==> config.mk <==
export PLATFORM = sky130hd
export DESIGN_NAME = mem_access_unit
export DESIGN_NICKNAME = d
export VERILOG_FILES = /design/src/rtl/mem_access_unit.sv
export SDC_FILE = /design/constraint.sdc
export NUM_CORES = 1
export LEC_CHECK = 0
export CELL_PAD_IN_SITES_DETAIL_PLACEMENT = 1
export CELL_PAD_IN_SITES_GLOBAL_PLACEMENT = 1
export CORE_MARGIN = 2
export CORE_UTILIZATION = 43
export CTS_BUF_LIST = sky130_fd_sc_hd__clkbuf_16
export DETAILED_ROUTE_END_ITERATION = 8
export DONT_BUFFER_PORTS = 1
export PLACE_DENSITY = 0.81
export REMOVE_ABC_BUFFERS = 1
export SETUP_SLACK_MARGIN = 0.05
export SLEW_MARGIN = 20
export SYNTH_ARGS = -nofsm -noshare
export SYNTH_HDL_FRONTEND = slang
export SYNTH_SLANG_ARGS = --single-unit
==> constraint.sdc <==
create_clock -name i_clk -period 4.8 [get_ports i_clk]
set_input_delay 0.96 -clock i_clk [delete_from_list [all_inputs] [get_ports i_clk]]
set_output_delay 0.96 -clock i_clk [all_outputs]
set_load 0.005 [all_outputs]
==> src/rtl/mem_access_unit.sv <==
// ---------------------------------------------------------------------------
// mem_access_unit
//
// Purpose:
//   MEM-stage initiator for a word-wide data memory. The memory writes
//   synchronously and reads combinationally. The unit turns pipeline
//   load/store requests (LW/LH/LHU/LB/LBU/SW/SH/SB) into word accesses.
//   - Sub-word stores use a read-modify-write sequence.
//   - Loads are lane-selected and then sign- or zero-extended.
//   - The pipeline is stalled through o_req_ready while an access is in flight.
//
// Optional feature (build macro MAU_ALIGN_CHECK_EN):
//   defined   : misaligned LW/SW (addr[1:0]!=0) and LH/LHU/SH (addr[0]!=0)
//               are rejected with o_rsp_err=1 and no memory access.
//   undefined : the misaligned low address bits are forced to zero and the
//               access proceeds. o_rsp_err is then raised only for range errors.
//
// Ports:
//   i_clk        clock, rising edge
//   i_reset      asynchronous reset, ACTIVE LOW
//   i_req_valid  request present
//   o_req_ready  unit can accept (IDLE only)
//   i_req_op     000 LW,001 LH,010 LHU,011 LB,100 LBU,101 SW,110 SH,111 SB
//   i_req_addr   byte address
//   i_req_wdata  store data (low byte/half used for SB/SH)
//   o_rsp_valid  one-cycle pulse when an access finishes
//   o_rsp_rdata  extended load data (0 for stores), held until next response
//   o_rsp_err    access rejected (misaligned / out of range), with o_rsp_valid
//   o_dm_addr    word-aligned address to the memory
//   o_dm_we      memory write enable
//   o_dm_din     memory write data
//   i_dm_dout    memory read data (combinational from o_dm_addr)
// ---------------------------------------------------------------------------
module mem_access_unit #(
    parameter int MEM_WORDS = 1024
) (
    input  logic        i_clk,
    input  logic        i_reset,
    input  logic        i_req_valid,
    output logic        o_req_ready,
    input  logic [2:0]  i_req_op,
    input  logic [31:0] i_req_addr,
    input  logic [31:0] i_req_wdata,
    output logic        o_rsp_valid,
    output logic [31:0] o_rsp_rdata,
    output logic        o_rsp_err,
    output logic [31:0] o_dm_addr,
    output logic        o_dm_we,
    output logic [31:0] o_dm_din,
    input  logic [31:0] i_dm_dout
);

    localparam logic [2:0] OP_LW  = 3'd0;
    localparam logic [2:0] OP_LH  = 3'd1;
    localparam logic [2:0] OP_LHU = 3'd2;
    localparam logic [2:0] OP_LB  = 3'd3;
    localparam logic [2:0] OP_LBU = 3'd4;
    localparam logic [2:0] OP_SW  = 3'd5;
    localparam logic [2:0] OP_SH  = 3'd6;
    localparam logic [2:0] OP_SB  = 3'd7;

    // The limit is one bit wider than the address, so MEM_WORDS*4 == 2^32
    // cannot wrap to zero.
    localparam logic [32:0] ADDR_LIMIT = 33'(MEM_WORDS) << 2;

    typedef enum logic [2:0] {
        ST_IDLE,
        ST_LOAD,
        ST_WRITE,
        ST_RMW_RD,
        ST_RMW_WR,
        ST_ERR
    } state_t;

    state_t      r_state;
    logic [2:0]  r_op;
    logic [31:0] r_addr;
    logic [31:0] r_wdata;
    logic [31:0] r_merge;
    logic        r_rsp_valid;
    logic [31:0] r_rsp_rdata;
    logic        r_rsp_err;

    // ---------------- request decode (evaluated on the input side) ---------
    logic        w_is_word;
    logic        w_is_half;
    logic        w_range_err;
    logic        w_align_err;
    logic [31:0] w_addr_fix;

    assign w_is_word   = (i_req_op == OP_LW) || (i_req_op == OP_SW);
    assign w_is_half   = (i_req_op == OP_LH) || (i_req_op == OP_LHU) || (i_req_op == OP_SH);
    assign w_range_err = ({1'b0, i_req_addr} >= ADDR_LIMIT);

`ifdef MAU_ALIGN_CHECK_EN
    assign w_align_err = (w_is_word && (i_req_addr[1:0] != 2'b00)) ||
                         (w_is_half && i_req_addr[0]);
    assign w_addr_fix  = i_req_addr;
`else
    // Without the check, misalignment is silently corrected. Only the
    // address bits that a word or halfword access ignores are dropped.
    assign w_align_err = 1'b0;
    assign w_addr_fix  = w_is_word ? {i_req_addr[31:2], 2'b00} :
                         w_is_half ? {i_req_addr[31:1], 1'b0}  :
                                     i_req_addr;
`endif

    // ---------------- load lane selection / extension ----------------------
    logic [7:0]  w_byte;
    logic [15:0] w_half;
    logic [31:0] w_load_data;

    always_comb begin
        w_byte = 8'h00;
        case (r_addr[1:0])
            2'd0:    w_byte = i_dm_dout[7:0];
            2'd1:    w_byte = i_dm_dout[15:8];
            2'd2:    w_byte = i_dm_dout[23:16];
            default: w_byte = i_dm_dout[31:24];
        endcase
    end

    assign w_half = r_addr[1] ? i_dm_dout[31:16] : i_dm_dout[15:0];

    always_comb begin
        w_load_data = 32'h0;
        case (r_op)
            OP_LW:   w_load_data = i_dm_dout;
            OP_LH:   w_load_data = {{16{w_half[15]}}, w_half};
            OP_LHU:  w_load_data = {16'h0, w_half};
            OP_LB:   w_load_data = {{24{w_byte[7]}}, w_byte};
            OP_LBU:  w_load_data = {24'h0, w_byte};
            default: w_load_data = 32'h0;
        endcase
    end

    // ---------------- sub-word store merge ---------------------------------
    // The store data is replicated across the word, so every lane already
    // holds the right byte. Each lane then only has to choose between the
    // old memory byte and the replicated store byte.
    logic [31:0] w_lane_src;
    logic [3:0]  w_lane_en;
    logic [31:0] w_merged;

    assign w_lane_src = (r_op == OP_SB) ? {4{r_wdata[7:0]}} : {2{r_wdata[15:0]}};

    generate
        for (genvar gi = 0; gi < 4; gi++) begin : g_lane
            localparam logic [1:0] LANE = 2'(gi);
            assign w_lane_en[gi] = (r_op == OP_SB) ? (r_addr[1:0] == LANE)
                                                   : (r_addr[1] == LANE[1]);
            assign w_merged[8*gi +: 8] = w_lane_en[gi] ? w_lane_src[8*gi +: 8]
                                                       : r_merge[8*gi +: 8];
        end
    endgenerate

    // ---------------- control FSM with registered response -----------------
    always_ff @(posedge i_clk or negedge i_reset) begin
        if (!i_reset) begin
            r_state     <= ST_IDLE;
            r_op        <= OP_LW;
            r_addr      <= 32'h0;
            r_wdata     <= 32'h0;
            r_merge     <= 32'h0;
            r_rsp_valid <= 1'b0;
            r_rsp_rdata <= 32'h0;
            r_rsp_err   <= 1'b0;
        end else begin
            r_rsp_valid <= 1'b0;
            case (r_state)
                ST_IDLE: begin
                    if (i_req_valid) begin
                        r_op    <= i_req_op;
                        r_addr  <= w_addr_fix;
                        r_wdata <= i_req_wdata;
                        if (w_range_err || w_align_err)
                            r_state <= ST_ERR;
                        else if (i_req_op <= OP_LBU)
                            r_state <= ST_LOAD;
                        else if (i_req_op == OP_SW)
                            r_state <= ST_WRITE;
                        else
                            r_state <= ST_RMW_RD;
                    end
                end
                ST_LOAD: begin
                    r_rsp_rdata <= w_load_data;
                    r_rsp_err   <= 1'b0;
                    r_rsp_valid <= 1'b1;
                    r_state     <= ST_IDLE;
                end
                ST_WRITE, ST_RMW_WR: begin
                    r_rsp_rdata <= 32'h0;
                    r_rsp_err   <= 1'b0;
                    r_rsp_valid <= 1'b1;
                    r_state     <= ST_IDLE;
                end
                ST_RMW_RD: begin
                    r_merge <= i_dm_dout;
                    r_state <= ST_RMW_WR;
                end
                ST_ERR: begin
                    r_rsp_rdata <= 32'h0;
                    r_rsp_err   <= 1'b1;
                    r_rsp_valid <= 1'b1;
                    r_state     <= ST_IDLE;
                end
                default: r_state <= ST_IDLE;
            endcase
        end
    end

    // ---------------- memory-side outputs (decoded from state) -------------
    // The address is driven only in states that really touch memory. IDLE
    // and ERR present zero, so a rejected address never reaches the memory.
    always_comb begin
        o_dm_addr = 32'h0;
        o_dm_we   = 1'b0;
        o_dm_din  = 32'h0;
        case (r_state)
            ST_LOAD, ST_RMW_RD: begin
                o_dm_addr = {r_addr[31:2], 2'b00};
            end
            ST_WRITE: begin
                o_dm_addr = {r_addr[31:2], 2'b00};
                o_dm_we   = 1'b1;
                o_dm_din  = r_wdata;
            end
            ST_RMW_WR: begin
                o_dm_addr = {r_addr[31:2], 2'b00};
                o_dm_we   = 1'b1;
                o_dm_din  = w_merged;
            end
            default: ;
        endcase
    end

    assign o_req_ready = (r_state == ST_IDLE);
    assign o_rsp_valid = r_rsp_valid;
    assign o_rsp_rdata = r_rsp_rdata;
    assign o_rsp_err   = r_rsp_err;

endmodule

==> run_results.csv, run 1 <==
group,metric,value,unit
worst_setup_path,critPathCaptureType,"output pin",
power_and_ir_drop,power.share.switching,30.8,%
timing,period_needed,3450,ps
power_and_ir_drop,p_clk_share,38.1,%
timing,final.setup.worst_slack,1350,ps
placement,finalWeightedCongestion,0.829,
timing,skew,7.87,ps
logic_synthesis,synth.avg_cell_area,9.97,sq um
power_and_ir_drop,power.static_leakage,3.41,nW
cells_and_area,layout.nets,747,
drt,average_routed_wire_per_standard_cell,24.3,um
clock_network,cts_resized,0,
flow_run,max-cap-violations,0,
drt,drt_iter0_markers,477,
clock_network,clock_insertion_delay_at_the_later_pin_of_the_skew_report,420,ps
logic_synthesis,syn-instance-count,665,
floorplan,floorplan.die.height,128,um
clock_network,cts_buffers,17,
worst_setup_path,critical_path_peak_fanout,11,
clock_network,register_clock_pin_slew_on_the_reported_worst_setup_and_hold_paths,60,ps
drt,vias_per_cell,6.08,
floorplan,dieWidth,128,um
placement,dpl-instance-area,6680,sq um
clock_network,tritoncts_clock_tree,"yes",
worst_setup_path,cp_data_required_time,3840,ps
logic_synthesis,synth_edf_count,0,
logic_synthesis,fraction_of_the_yosys_area_taken_by_sequential_cells,51.3,%
power_and_ir_drop,combinationalPowerShare,16.7,%
worst_setup_path,critical_path.startpoint_type,"flop",
logic_synthesis,synth.ff_latch_count,136,
power_and_ir_drop,p_per_area,463,nW/um^2
timing,tns,0,ps
worst_setup_path,worstSetupPathType,"flop to output pin",
clock_network,cts_root_buf,"clkbuf_16",
timing,final_hold_viol_count,0,
global_route,grt_usage,25.5,%
logic_synthesis,asyncSetResetFlopFracSynth,100,%
clock_network,cts-htree-levels,4,
timing,max_freq,0.290,GHz
timing,holdWs,241,ps
global_route,grt_start_max_net_pins,137,
clock_network,ctsHoldBuffers,0,
drt,routed_wl,20.5,mm
power_and_ir_drop,seqPwrFrac,45.2,%
power_and_ir_drop,cellInternalPower,2.33,mW
min_path,hold_path_class,"primary input to asynchronous set/reset pin",
floorplan,floorplan.rows,45,
placement,detailedPlace.worstSlack,1800,ps
power_and_ir_drop,totalPowerFinal,3.36,mW
logic_synthesis,synth_area,6630,sq um
timing,tightestPinTransition,893,ps
placement,place_hpwl,14.6,mm
clock_network,ctsLongestPathBuffers,2,
global_route,first_pass_grt_wire_length,31.6,mm
global_route,number_of_global_route_vias_before_repair,5579,
placement,numPortBuffers,0,
timing,min_period_over_period,71.9,%
drt,drtPass1Iterations,6,
clock_network,clock-sinks,136,
logic_synthesis,postSynth.topFlopCell,"dfrtp_1",
logic_synthesis,yosysUniqueCellTypes,48,
global_route,globalRouteOverflowTotal,0,
floorplan,floorplan.core_area,15100,sq um
floorplan,floorplan.die_area,16400,sq um
cells_and_area,final_layout_size_suffix_gt1_share,14.6,%
cells_and_area,antenna-diode-count,0,
timing,slew_violations,0,
power_and_ir_drop,worst_ir_drop_vdd,0.000247,V
logic_synthesis,ys.warnings.count,0,
timing,rsz0062_at_grt,"false",
timing,setup_viol,0,
timing,max-slew-margin-rel,40.0,%
floorplan,floorplan.initialDensity,43.8,%
drt,route.detailed.drc,0,
drt,num_vias,5140,
drt,detail-route-antenna-nets,0,
clock_network,post-cts-setup-buffer-count,0,
cells_and_area,stdcell_area,7260,sq um
power_and_ir_drop,power.net_switching,1.03,mW
floorplan,io_pins,202,
cells_and_area,area_growth_syn_to_layout,9.55,%
global_route,antenna_found_initial,0,
worst_setup_path,worstPathArrival,2490,ps
outcome,status,"finished clean",
## layer usage
metal  part of all wire [%]  wire [um]  global-route usage, %
met5                      0          0                      0
met3                    8.1       1670                   7.89
met4                    1.6        336                   7.56
met2                     51      10400                   43.9
met1                     40       8150                   30.9
## power groups by stage
stage                     Sequential [mW]  Combinational (mW)  Clock (mW)
after floorplan                      1.47               0.429           0
after global placement               1.52               0.521           0
after detailed placement             1.54               0.559           0
after CTS                            1.52               0.564        1.30
after global routing                 1.54               0.631        1.35
final                                1.52               0.561        1.28
## Yosys cell counts (3+ instances only)
master	number	area share, %
nand2_1	221	13
dfrtp_1	136	51
a221o_1	34	5.1
mux2_2	34	5.8
and2_1	31	2.9
nor2_1	30	1.7
clkbuf_1	21	1.2
mux2i_1	18	2.7
buf_2	16	1.2
o21ai_0	15	1.1
nand3_1	10	0.75
a21oi_1	9	0.68
a22o_1	9	1.2
mux4_2	8	2.7
a222oi_1	7	1.1
a22oi_1	7	0.79
buf_4	7	0.79
nor4_1	6	0.57
a221o_2	5	0.85
inv_1	4	0.23
nand2b_1	3	0.28
## worst paths after layout
path,cells after the start,endpoint,start,slack (ps)
setup / recovery,4,o_dm_din[16],r_addr[0],1350
max in group asynchronous,0,o_rsp_rdata[30],i_reset,4320
hold reg to reg,2,r_addr[5],r_addr[5],470
min in group i_clk,2,r_addr[5],r_addr[5],470
hold / removal,0,r_wdata[12],i_reset,240
setup reg to reg,4,o_rsp_rdata[30],r_op[0],2380
## cell families (layout without fill, tap and decap cells)
family,count (synthesis),in the layout,synth area share [%]
AND/OR/NAND/NOR,319,319,21.1
AO/OA/AOI/OAI,96,96,12.0
XOR/XNOR,2,2,0.378
multiplexers,60,60,11.2
flip-flops,136,136,51.3
buffers and inverters,50,42,3.76
adder cells (fa/ha/maj),1,1,0.151
other,1,2,0.0566
## stage by stage
stage / std cells / utilization [%]
after global routing: 846 / 48.0
after floorplan: 620 / -
after CTS: 846 / 48.0
final: 846 / 48.0
after global placement: 814 / 44.1
after detailed placement: 814 / 44.1
## placed cells by master, fill, tap and decap left out, types with 8 or more instances in the layout
cell type  instances
nand3_1           10
mux2i_1           18
nor2_1            30
a21oi_1            9
mux4_2             8
clkbuf_16         17
a22o_1             9
dfrtp_1          136
and2_1            31
nand2_1          220
mux2_2            34
o21ai_0           15
a221o_1           34
## worst max-delay path, cell delays in order (launching register included)
cell and delay [ps]:
dfrtp_1 710, and4_1 350, nand2b_1 500, mux2i_1 140, o21ai_0 370
## sequential cells by signal, summed over array words and instances, names as in the netlist
| name | count |
|---|---|
| r_addr | 32 |
| o_rsp_valid | 1 |
| o_rsp_err | 1 |
| o_rsp_rdata | 32 |
| r_wdata | 32 |
| r_merge | 32 |
| r_state | 3 |
| r_op | 3 |
## area by class of cell
type / count / area [sq um]
Clock inverter: 15 / 154
Tap cell: 188 / 235
Inverter: 4 / 15.0
Timing Repair Buffer: 6 / 45.0
Clock buffer: 17 / 425
Multi-Input combinational cell: 480 / 2990
Sequential cell: 136 / 3400
Fill cell: 1675 / 7880
No activity file was read; power rests on OpenSTA's default activity.
==> inputs of run 2 (changes only) <==
- clock period: 4.8 -> 3.45 ns (I/O delays scaled with it)
==> run 2 against run 1 <==
Against the previous run:
- the flow now finishes with violations (hold timing)
- sequential power increased by 39%
- combinational power is 40% higher
- non-clock buffer count up 2
- first-iteration DRC count shrank 15%
- critical path type unchanged
- largest cell class unchanged
- largest power group unchanged
==> run_results.csv, run 2 (same netlist as run 1, synthesis figures left out) <==
group,metric,value,unit
timing,skew,6.95,ps
outcome,violations,"hold timing",
worst_setup_path,worstSetupPathType,"flop to output pin",
worst_setup_path,critical_path_peak_fanout,15,
clock_network,cts_root_buf,"clkbuf_16",
floorplan,io_pins,202,
clock_network,register_clock_pin_slew_on_the_reported_worst_setup_and_hold_paths,60,ps
floorplan,floorplan.die_area,16400,sq um
global_route,antenna_found_initial,0,
flow_run,max-cap-violations,0,
drt,drt_iter0_markers,407,
global_route,globalRouteOverflowTotal,0,
floorplan,floorplan.core_area,15100,sq um
placement,place_hpwl,14.6,mm
floorplan,dieWidth,128,um
clock_network,post-cts-setup-buffer-count,0,
worst_setup_path,r2r-end,"o_rsp_rdata[28]",
worst_setup_path,worstPathArrival,2470,ps
worst_setup_path,critical_path.startpoint_type,"flop",
outcome,status,"finished with violations",
cells_and_area,layout.cells.most_common,"nand2_1",
worst_setup_path,worst_r2r_startpoint,"r_op[0]",
timing,tns,0,ps
timing,rsz0062_at_grt,"false",
drt,average_routed_wire_per_standard_cell,24.0,um
cells_and_area,area_growth_syn_to_layout,10.6,%
drt,detail-route-antenna-nets,0,
cells_and_area,antenna-diode-count,0,
placement,finalWeightedCongestion,0.873,
clock_network,cts_buffers,17,
worst_setup_path,r2r_worst_path_depth,4,
drt,vias_per_cell,6.08,
drt,route.detailed.drc,0,
drt,routed_wl,20.4,mm
clock_network,clock_insertion_delay_at_the_later_pin_of_the_skew_report,420,ps
timing,holdWs,-39.5,ps
floorplan,floorplan.die.height,128,um
timing,tightestPinTransition,924,ps
power_and_ir_drop,worst_ir_drop_vdd,0.000351,V
clock_network,clock-sinks,136,
cells_and_area,layout.nets,749,
timing,max_freq,0.317,GHz
worst_setup_path,worst-r2r-setup-slack,990,ps
drt,drtPass1Iterations,7,
cells_and_area,final_layout_size_suffix_gt1_share,15.0,%
min_path,hold_path_class,"primary input to asynchronous set/reset pin",
placement,numPortBuffers,0,
power_and_ir_drop,power.static_leakage,3.45,nW
cells_and_area,stdcell_area,7330,sq um
cells_and_area,mostFrequentLayoutCells,"nand2_1, dfrtp_1, a221o_1, mux2_2, and2_1",
placement,dpl-instance-area,6700,sq um
timing,final_hold_viol_count,136,
floorplan,floorplan.rows,45,
timing,max-slew-margin-rel,37.9,%
timing,setup_viol,0,
clock_network,cts-htree-levels,4,
drt,num_vias,5147,
global_route,first_pass_grt_wire_length,31.3,mm
power_and_ir_drop,totalPowerFinal,4.87,mW
worst_setup_path,critPathCaptureType,"output pin",
worst_setup_path,cp_data_required_time,2760,ps
worst_setup_path,worst_setup_path_startpoint,"r_state[0]",
global_route,number_of_global_route_vias_before_repair,5581,
timing,slew_violations,0,
timing,period_needed,3160,ps
global_route,grt_usage,25.4,%
clock_network,ctsLongestPathBuffers,2,
power_and_ir_drop,p_per_area,665,nW/um^2
timing,min_period_over_period,91.5,%
global_route,grt_start_max_net_pins,137,
cells_and_area,filler_cell_count,1656,
floorplan,floorplan.initialDensity,43.8,%
clock_network,tritoncts_clock_tree,"yes",
[run 2: changes by cell type in the layout (fill, tap and decap cells not counted), sizes merged]
| cell | before | now |
|---|---|---|
| buf | 6 | 8 |
| bufinv | 2 | 5 |
| clkinv | 6 | 5 |
| clkinvlp | 4 | 3 |
| inv | 7 | 5 |
[run 2: power by group]
group	leakage, nW	internal (mW)	switching, mW
Combinational	1.44	0.327	0.458
Sequential	1.70	1.85	0.260
Clock	0.304	1.27	0.707
[run 2: layer usage]
| layer | wire, um | track usage (%) |
|---|---|---|
| met5 | 0 | 0 |
| met4 | 597 | 11.2 |
| met3 | 1850 | 8.76 |
| met2 | 10200 | 42.7 |
| met1 | 7670 | 29.4 |
[run 2: critical path: stages, from the launching register on]
cell and delay, ps:
dfrtp_1 490, or3b_4 530, o32ai_2 700, a22o_1 330
[run 2: how the worst max path moves through the flow]
stage	endpoint	cells after the start
floorplan	r_addr[1]	4
CTS	o_dm_din[21]	4
global route	o_dm_din[21]	4
detailed placement	o_dm_din[21]	4
finish	o_dm_din[5]	3
global placement	o_dm_din[21]	4
[run 2: area by class of cell]
type,instances,area (sq um),share of cell area [%]
clock buffers,17,425,5.80
clock inverters,14,208,2.83
inverters,4,15.0,0.205
multi-input cells,480,2990,40.7
flip-flops and latches,136,3400,46.4
well taps,188,235,3.21
repair buffers,8,60.1,0.819
[run 2: through the flow]
step,worst slack [ps],std cells,utilization (%)
2_1_floorplan,573,620,-
3_3_place_gp,763,816,44.2
3_5_place_dp,687,816,44.2
4_1_cts,213,847,48.4
5_1_grt,148,847,48.4
6_report,295,847,48.4
[run 2: what timing repair did]
| action | 4_1_cts | 5_1_grt |
|---|---|---|
| hold endpoints to repair | 136 | 136 |
| gates resized for setup | 0 | 1 |
| endpoints found under the setup margin | 0 | 1 |
==> inputs of run 3 (changes only) <==
- CORE_UTILIZATION: 43 -> 48
- GPL_TIMING_DRIVEN: default -> 0
- PLACE_DENSITY: 0.81 -> 0.88
==> run 3 against run 2 <==
Against the previous run:
- the flow still finishes with violations (hold timing)
- clock skew barely moved
- count of clock-buffer cells in the layout unchanged
- first-iteration DRC count fell by 13%
- sequential power about the same
- routed wire length grew 1.4%
- sequential share of layout area fell by 0.13 points
- final cell count is 1.8% lower
- utilization up 6.7 points
- largest power group unchanged
- highest routed layer unchanged
==> run_results.csv, run 3 (same netlist as run 1, synthesis figures left out) <==
group,metric,value,unit
outcome,status,"finished with violations",
outcome,violations,"hold timing",
cells_and_area,antenna-diode-count,0,
worst_setup_path,cp_data_required_time,2760,ps
floorplan,io_pins,202,
power_and_ir_drop,seqPwrFrac,43.4,%
drt,detail-route-antenna-nets,0,
cells_and_area,layout.cells.most_common,"nand2_1",
timing,setup_viol,0,
min_path,hold_path_class,"primary input to asynchronous set/reset pin",
timing,final_hold_viol_count,119,
clock_network,register_clock_pin_slew_on_the_reported_worst_setup_and_hold_paths,60,ps
worst_setup_path,critical_path.startpoint_type,"flop",
global_route,grt_start_max_net_pins,137,
global_route,globalRouteOverflowTotal,0,
timing,rsz0062_at_grt,"false",
clock_network,tritoncts_clock_tree,"yes",
drt,drt_iter0_markers,354,
floorplan,floorplan.core_area,13300,sq um
timing,tightestPinTransition,893,ps
placement,place_hpwl,14.2,mm
worst_setup_path,critPathCaptureType,"output pin",
cells_and_area,layout.nets,745,
clock_network,ctsLongestPathBuffers,2,
cells_and_area,filler_cell_count,1452,
drt,route.detailed.drc,0,
placement,placedCellCount,800,
drt,average_routed_wire_per_standard_cell,24.8,um
clock_network,cts-htree-levels,4,
cells_and_area,stdcell_area,7350,sq um
floorplan,floorplan.rows,42,
timing,period_needed,3240,ps
drt,num_vias,5206,
cells_and_area,area_growth_syn_to_layout,10.9,%
power_and_ir_drop,combinationalPowerShare,16.4,%
cells_and_area,post-route-util,55.1,%
placement,dpl-instance-area,6720,sq um
global_route,number_of_global_route_vias_before_repair,5606,
timing,slew_violations,0,
worst_setup_path,worstPathArrival,2550,ps
global_route,grt_usage,28.7,%
clock_network,post-cts-setup-buffer-count,0,
power_and_ir_drop,totalPowerFinal,4.88,mW
power_and_ir_drop,power.share.switching,29.2,%
cells_and_area,mostFrequentLayoutCells,"nand2_1, dfrtp_1, a221o_1, mux2_2, and2_1",
power_and_ir_drop,power.static_leakage,3.45,nW
worst_setup_path,worstSetupPathType,"flop to output pin",
floorplan,floorplan.initialDensity,49.7,%
power_and_ir_drop,p_clk_share,40.3,%
placement,numPortBuffers,0,
drt,vias_per_cell,6.26,
clock_network,cts_buffers,17,
cells_and_area,final_layout_size_suffix_gt1_share,15.5,%
worst_setup_path,critical_path_peak_fanout,15,
timing,skew,6.73,ps
floorplan,dieWidth,122,um
drt,drtPass1Iterations,5,
timing,min_period_over_period,94.0,%
timing,max-slew-margin-rel,40.0,%
clock_network,clock-sinks,136,
cells_and_area,multiInputGateArea,3000,sq um
power_and_ir_drop,worst_ir_drop_vdd,0.000402,V
cells_and_area,area.sequential,3400,sq um
power_and_ir_drop,power.net_switching,1.43,mW
global_route,antenna_found_initial,0,
cells_and_area,layout.cells.non_filler,832,
floorplan,floorplan.die_area,14800,sq um
clock_network,clock_insertion_delay_at_the_later_pin_of_the_skew_report,430,ps
power_and_ir_drop,p_per_area,663,nW/um^2
drt,routed_wl,20.6,mm
flow_run,max-cap-violations,0,
floorplan,floorplan.die.height,122,um
power_and_ir_drop,cellInternalPower,3.45,mW
placement,finalWeightedCongestion,0.838,
timing,max_freq,0.309,GHz
timing,holdWs,-43.2,ps
global_route,first_pass_grt_wire_length,31.7,mm
clock_network,cts_root_buf,"clkbuf_16",
[run 3: cell types whose count changed in the layout (fill, tap and decap cells not counted), moves of 2 or more]
cell | previous run | this run
nor2_1 | 30 | 28
buf_4 | 8 | 0
buf_12 | 0 | 2
nor2_2 | 2 | 4
clkinv_2 | 2 | 7
clkinv_4 | 2 | 0
[run 3: power groups by stage]
| stage | logic, mW | registers, mW | clock network (mW) |
|---|---|---|---|
| CTS | 0.802 | 2.11 | 1.99 |
| detailed placement | 0.784 | 2.13 | 0 |
| global placement | 0.724 | 2.11 | 0 |
| floorplan | 0.596 | 2.04 | 0 |
| global route | 0.888 | 2.15 | 2.06 |
| finish | 0.798 | 2.12 | 1.96 |
[run 3: final timing paths]
| path | to | from | cells past startpoint | slack [ps] |
|---|---|---|---|---|
| worst min register to register | r_addr[3] | r_addr[3] | 2 | 460 |
| worst max-delay path | o_dm_din[14] | r_state[0] | 3 | 210 |
| worst min-delay path | r_wdata[0] | i_reset | 0 | -40 |
| worst max register to register | o_rsp_rdata[20] | r_op[0] | 4 | 990 |
| max in group asynchronous | r_addr[0] | i_reset | 0 | 3260 |
| min in group i_clk | r_wdata[17] | i_req_wdata[17] | 2 | 370 |
[run 3: layout make-up]
cell class	instances	share of cell area [%]
flip-flops and latches	136	46.3
multi-input cells	480	40.8
clock buffers	17	5.78
well taps	176	2.99
clock inverters	15	2.82
repair buffers	4	1.07
inverters	4	0.204
[run 3: critical path: stages (launching register included)]
cell     delay (ps)
dfrtp_1         520
or3b_4          550
nor2_1          700
a221o_1         360
[run 3: routing by layer]
layer  GRT usage, %  wire length (um)
met1           32.6              7690
met2           48.3             10200
met3           10.9              1980
met4           12.7               718
met5              0                 0
[run 3: timing repair]
item	CTS	global route
endpoints found under the setup margin	0	2
hold endpoints to repair	136	136
resized for setup	0	1
[run 3: stage by stage]
step	setup WS (ps)	TNS, ps
5_1_grt	117	0
4_1_cts	192	0
2_1_floorplan	573	0
6_report	209	0
3_3_place_gp	-675	-14700
3_5_place_dp	658	0
